--- src/rtl/sel16_pkg.sv ---
// Shared definitions for the 16-slot serializer / deserializer pair:
// FSM encoding, frame geometry and the slot index type.
package sel16_pkg;

  localparam int SEL16_DATA_W = 16;
  localparam int SEL16_SLOTS  = 17;

  typedef logic [4:0] sel16_idx_t;

  typedef enum logic [1:0] {
    IDLE       = 2'd0,
    RECV       = 2'd1,
    WAIT_START = 2'd2
  } sel16_state_t;

  localparam sel16_idx_t SEL16_FIRST_IDX = 5'd1;
  localparam sel16_idx_t SEL16_LAST_IDX  = 5'(SEL16_DATA_W);

endpackage

--- src/rtl/deselect_16_if.sv ---
// Serial-side inputs and parallel-side outputs of deselect_16.
// err_cnt exists only when DESELECT16_ERRCNT_EN is defined.
interface deselect_16_if #(
  parameter int DATA_W = 16
`ifdef DESELECT16_ERRCNT_EN
  , parameter int ERRCNT_W = 8
`endif
) ();

  logic              time_025;
  logic              start_in;
  logic              ser_in;
  logic [DATA_W:1]   data_out;
  logic              data_valid;
  logic              frame_err;
  logic              locked;
`ifdef DESELECT16_ERRCNT_EN
  logic [ERRCNT_W-1:0] err_cnt;
`endif

  // Serializer / stimulus side.
  modport master (
    output time_025, start_in, ser_in,
    input  data_out, data_valid, frame_err, locked
`ifdef DESELECT16_ERRCNT_EN
    , input err_cnt
`endif
  );

  // Deserializer side.
  modport slave (
    input  time_025, start_in, ser_in,
    output data_out, data_valid, frame_err, locked
`ifdef DESELECT16_ERRCNT_EN
    , output err_cnt
`endif
  );

endinterface

--- src/rtl/tick_edge_det.sv ---
// Two-flop capture of the slot timing signal; tick pulses for one clock on
// every transition (both edges). Shared with the serializer.
module tick_edge_det (
  input  logic clk_in,
  input  logic reset,
  input  logic level,
  output logic tick
);

  logic q1;
  logic q2;

  // NOTE: sequential state uses non-blocking assignments so q2 sees the old q1.
  always_ff @(posedge clk_in or negedge reset) begin
    if (!reset) begin
      q1 <= 1'b0;
      q2 <= 1'b0;
    end else begin
      q1 <= level;
      q2 <= q1;
    end
  end

  assign tick = q1 ^ q2;

endmodule

--- src/rtl/deselect_16.sv ---
// 16-slot serial-to-parallel receiver with start-marker framing and resync.
// Optional saturating frame error counter: define DESELECT16_ERRCNT_EN.
module deselect_16
  import sel16_pkg::*;
#(
  parameter int DATA_W = SEL16_DATA_W
`ifdef DESELECT16_ERRCNT_EN
  , parameter int ERRCNT_W = 8
`endif
) (
  input  logic          clk_in,
  input  logic          reset,
  deselect_16_if.slave  bus
);

  logic            tick;
  sel16_state_t    state;
  sel16_idx_t      idx;
  logic [DATA_W:1] shreg;
  logic [DATA_W:1] data_q;
  logic            valid_q;
  logic            err_q;
  logic            locked_q;
  logic            err_now;

  tick_edge_det u_tick (
    .clk_in (clk_in),
    .reset  (reset),
    .level  (bus.time_025),
    .tick   (tick)
  );

  // A start while collecting is an early start; no start after a full word is
  // a missing start. Both are framing errors.
  always_comb begin
    err_now = 1'b0;
    if (tick) begin
      err_now = ((state == RECV) && bus.start_in) ||
                ((state == WAIT_START) && !bus.start_in);
    end
  end

  // NOTE: shreg is cleared by the async reset too, so no state can survive a
  // mid-frame reset even though every bit is rewritten before use.
  always_ff @(posedge clk_in or negedge reset) begin
    if (!reset) begin
      state    <= IDLE;
      idx      <= SEL16_FIRST_IDX;
      shreg    <= '0;
      data_q   <= '0;
      valid_q  <= 1'b0;
      err_q    <= 1'b0;
      locked_q <= 1'b0;
    end else begin
      valid_q <= 1'b0;
      err_q   <= err_now;
      if (tick) begin
        case (state)
          IDLE: begin
            if (bus.start_in) begin
              state    <= RECV;
              idx      <= SEL16_FIRST_IDX;
              locked_q <= 1'b1;
            end
          end
          RECV: begin
            if (bus.start_in) begin
              // Resync to this start; the partial word is dropped.
              idx <= SEL16_FIRST_IDX;
            end else begin
              shreg[idx] <= bus.ser_in;
              if (idx == SEL16_LAST_IDX) begin
                data_q  <= {bus.ser_in, shreg[DATA_W-1:1]};
                valid_q <= 1'b1;
                state   <= WAIT_START;
              end else begin
                idx <= idx + 5'd1;
              end
            end
          end
          WAIT_START: begin
            if (bus.start_in) begin
              state <= RECV;
              idx   <= SEL16_FIRST_IDX;
            end else begin
              state    <= IDLE;
              locked_q <= 1'b0;
            end
          end
          default: begin
            state    <= IDLE;
            locked_q <= 1'b0;
          end
        endcase
      end
    end
  end

  assign bus.data_out   = data_q;
  assign bus.data_valid = valid_q;
  assign bus.frame_err  = err_q;
  assign bus.locked     = locked_q;

`ifdef DESELECT16_ERRCNT_EN
  logic [ERRCNT_W-1:0] err_cnt_q;

  always_ff @(posedge clk_in or negedge reset) begin
    if (!reset) begin
      err_cnt_q <= '0;
    end else if (err_now && (err_cnt_q != '1)) begin
      err_cnt_q <= err_cnt_q + 1'b1;
    end
  end

  assign bus.err_cnt = err_cnt_q;
`endif

endmodule

--- src/flat_wrapper.sv ---
// flat-port wrapper written by rule: the top's interface ports become plain ports
module deselect_16_flat import sel16_pkg::*;
#(
  parameter int DATA_W = SEL16_DATA_W

)
  (clk_in, reset, bus_time_025, bus_start_in, bus_ser_in, bus_data_out, bus_data_valid, bus_frame_err, bus_locked);
  deselect_16_if #(.DATA_W(DATA_W)) bus_i ();
  input  logic clk_in;
  input  logic reset;
  input wire logic [$bits(bus_i.time_025)-1:0] bus_time_025;
  input wire logic [$bits(bus_i.start_in)-1:0] bus_start_in;
  input wire logic [$bits(bus_i.ser_in)-1:0] bus_ser_in;
  output wire logic [$bits(bus_i.data_out)-1:0] bus_data_out;
  output wire logic [$bits(bus_i.data_valid)-1:0] bus_data_valid;
  output wire logic [$bits(bus_i.frame_err)-1:0] bus_frame_err;
  output wire logic [$bits(bus_i.locked)-1:0] bus_locked;
  assign bus_i.time_025 = bus_time_025;
  assign bus_i.start_in = bus_start_in;
  assign bus_i.ser_in = bus_ser_in;
  assign bus_data_out = bus_i.data_out;
  assign bus_data_valid = bus_i.data_valid;
  assign bus_frame_err = bus_i.frame_err;
  assign bus_locked = bus_i.locked;
  deselect_16 #(.DATA_W(DATA_W)) u_core (.clk_in(clk_in), .reset(reset), .bus(bus_i));
endmodule
--- config.mk ---
export PLATFORM = sky130hd
export DESIGN_NAME = deselect_16_flat
export DESIGN_NICKNAME = d
export VERILOG_FILES = /design/src/rtl/sel16_pkg.sv /design/src/rtl/deselect_16_if.sv /design/src/rtl/tick_edge_det.sv /design/src/rtl/deselect_16.sv /design/src/flat_wrapper.sv
export SDC_FILE = /design/constraint.sdc
export NUM_CORES = 1
export LEC_CHECK = 0
export ABC_AREA = 1
export CAP_MARGIN = 25
export CORE_ASPECT_RATIO = 1.75
export CORE_MARGIN = 5
export CORE_UTILIZATION = 33
export CTS_BUF_LIST = sky130_fd_sc_hd__clkbuf_4 sky130_fd_sc_hd__clkbuf_8 sky130_fd_sc_hd__clkbuf_16
export DETAILED_ROUTE_END_ITERATION = 10
export PLACE_DENSITY = 0.53
export REMOVE_ABC_BUFFERS = 1
export SYNTH_ARGS = -nofsm -noshare
export SYNTH_HDL_FRONTEND = slang
export SYNTH_SLANG_ARGS = --single-unit
--- constraint.sdc ---
create_clock -name clk_in -period 2.3 [get_ports clk_in]
set_input_delay 0.46 -clock clk_in [delete_from_list [all_inputs] [get_ports clk_in]]
set_output_delay 0.46 -clock clk_in [all_outputs]
set_load 0.03 [all_outputs]
==> flow_summary.ini <==
[setup_path]
crit_fanout = 2
critPathCaptureType = output port
critical_path.top_delay_family = buffers and inverters
slowest_delay_ns = 0.67
crit_arrival_ns = 1.33
cp.required_ns = 1.84
crit_type = reg -> out
path_buf_inv = 1
critPathSlowestCell = clkdlybuf4s50_1
startpoint_type = flop
crit_chain = clkdlybuf4s50_1

[clocking]
clockBufferDepth = 2
h-tree-depth = 2
clk_pin_slew_worst_paths_ns = 0.08
cts_buffers = 5
clock_sinks = 43
cts_root_buffer = clkbuf_8
clock_latency_ns = 0.29
ctsResizeCount = 0
postCtsHoldBufs = 0
cts_tree = yes
cts_setup_buffers = 0

[cells_and_area]
diodes = 0
drive_above_1_share_pct = 6.59
layout.nets = 282
area_growth_pct = 17.8
fin_util_pct = 39.2

[global_route]
antenna_found_initial = 0
grt_overflow = 0
grt_usage_pct = 11.4
grt_pass1_vias = 1591
grt_max_degree = 31
grt_pass1_wl_mm = 7.25

[pwr]
p_leak_nw = 1.24
cellPowerDensity_nw_per_um2 = 665
peakVddDrop_v = 0.000271

[timing]
relSlewSlack_pct = 58.7
min_period_ns = 1.79
slew_viol_final = 0
setup_violations = 0
fin_hold_ws_ns = 0.121
max_freq_mhz = 559
rsz0062_at_grt = no
finalCritPeriodShare_pct = 77.8
finalSetupTns_ns = 0
worst_slew_pin_slew_ns = 0.615
skew_ns = 0.00675
finalHoldViolations = 0

[detailed_routing]
num_vias = 1621
dr.pass1.iters = 4
drt_iter0_markers = 67
drt-total-wl_mm = 4.06
postRouteAntennaNets = 0
viasPerCell = 4.59
drc = 0
wire_per_inst_um = 11.5

[min_path]
hold_class = in -> async

[logic_synthesis]
yosysWarnings = 0
synthFlopType = dfrtp_1
synth_cell_type_count = 24
synth_cells = 253
async_reset_ff_share_pct = 100
syn_avg_cell_area_um2 = 8.07
synth_edf_count = 0
syn-cell-area_um2 = 2040
synth-seq-cells = 43
yosysSeqAreaShare_pct = 52.8

[die]
io_pins = 24
start_util_pct = 33.3
design.core.area_um2 = 6130
rows = 38
die_w_um = 69.4
dieArea_um2 = 7920
die_y_um = 114

[placement]
dp_hpwl_mm = 3.00
place.gp.congestion = 0.767
numPortBuffers = 23

[flow_run]
drv_cap = 0

[status]
status = complete, no violations
-- where the power goes --
part / internal (mW) / switching [mW]
Clock: 0.236 / 0.251
Sequential: 0.806 / 0.0452
Combinational: 0.0801 / 0.180
-- synth_stat cells, types with 3 or more instances --
master	n	share of area, %
nand2_1	118	22
nand3_1	20	4.9
inv_1	12	2.2
o21ai_0	3	0.74
clkbuf_1	3	0.55
buf_4	4	1.5
nor2_1	13	2.4
dfrtp_1	42	52
nand4_1	15	4.6
ha_1	4	2.5
-- through the flow --
stage	total power, mW	instance area [um2]	setup slack (ns)	instances
floorplan	1.03	1960	0.747	241
global placement	1.13	2320	0.444	346
detailed placement	1.13	2320	0.406	346
CTS	1.62	2400	0.485	353
global route	1.70	2400	0.362	353
finish	1.60	2400	0.512	353
-- state kept, by name, summed over array words and instances, names as in the netlist --
register,cells
u_core.bus.data_valid,1
u_core.bus.data_out,16
u_core.bus.locked,1
u_core.idx,5
u_core.bus.frame_err,1
u_core.u_tick.q2,1
u_core.state,2
u_core.shreg,15
u_core.u_tick.q1,1
-- area by class of cell --
| type | count | area [um2] |
|---|---|---|
| multi-input cells | 184 | 831 |
| well taps | 80 | 100 |
| flip-flops and latches | 43 | 1080 |
| fillers | 645 | 3730 |
| clock buffers | 6 | 82.6 |
| inverters | 14 | 55.1 |
| repair buffers | 25 | 253 |
| clock inverters | 1 | 5.00 |
-- layout by cell type, fill, tap and decap left out, drive strengths merged --
cell type	instances
dfstp	1
nand3b	1
nand2	119
clkdlybuf4s50	22
a21oi	2
o21ai	3
nand4	15
a211oi	1
nor2	16
nor3	3
inv	14
clkbuf	6
ha	4
nand3	20
clkinv	1
dfrtp	42
buf	3
-- cells by family (layout without fill, tap and decap cells) --
family | after synthesis | after routing | synth area share, %
AND/OR/NAND/NOR | 174 | 174 | 36.7
AO/OA/AOI/OAI | 6 | 6 | 1.59
buffers and inverters | 26 | 46 | 6.50
adder cells (fa/ha/maj) | 4 | 4 | 2.45
flip-flops | 43 | 43 | 52.8
-- final timing paths --
kind                                                        to  depth (start not counted)                                start  slack [ns]
setup / recovery                              bus_data_out[13]                          1  u_core.bus.data_out[14]$_DFFE_PN0P_        0.51
max in group asynchronous            u_core.idx[0]$_DFFE_PN1P_                          2                                reset        1.61
hold reg to reg                     u_core.u_tick.q2$_DFF_PN0_                          0           u_core.u_tick.q1$_DFF_PN0_        0.45
hold / removal              u_core.bus.data_out[6]$_DFFE_PN0P_                          1                                reset        0.12
setup reg to reg           u_core.bus.data_out[16]$_DFFE_PN0P_                          8            u_core.idx[0]$_DFFE_PN1P_        0.53
min in group clk_in                 u_core.u_tick.q2$_DFF_PN0_                          0           u_core.u_tick.q1$_DFF_PN0_        0.45
-- metal layers --
layer  track usage [%]  share of wire [%]  vias to the layer above
li1                  -                  -                      843
met1              12.2                 41                      754
met2              21.4                 54                       18
met3              2.12                2.6                        6
met4              4.69                2.1                        0
met5                 0                  0                        -
Power figures use the tool's default switching activity.
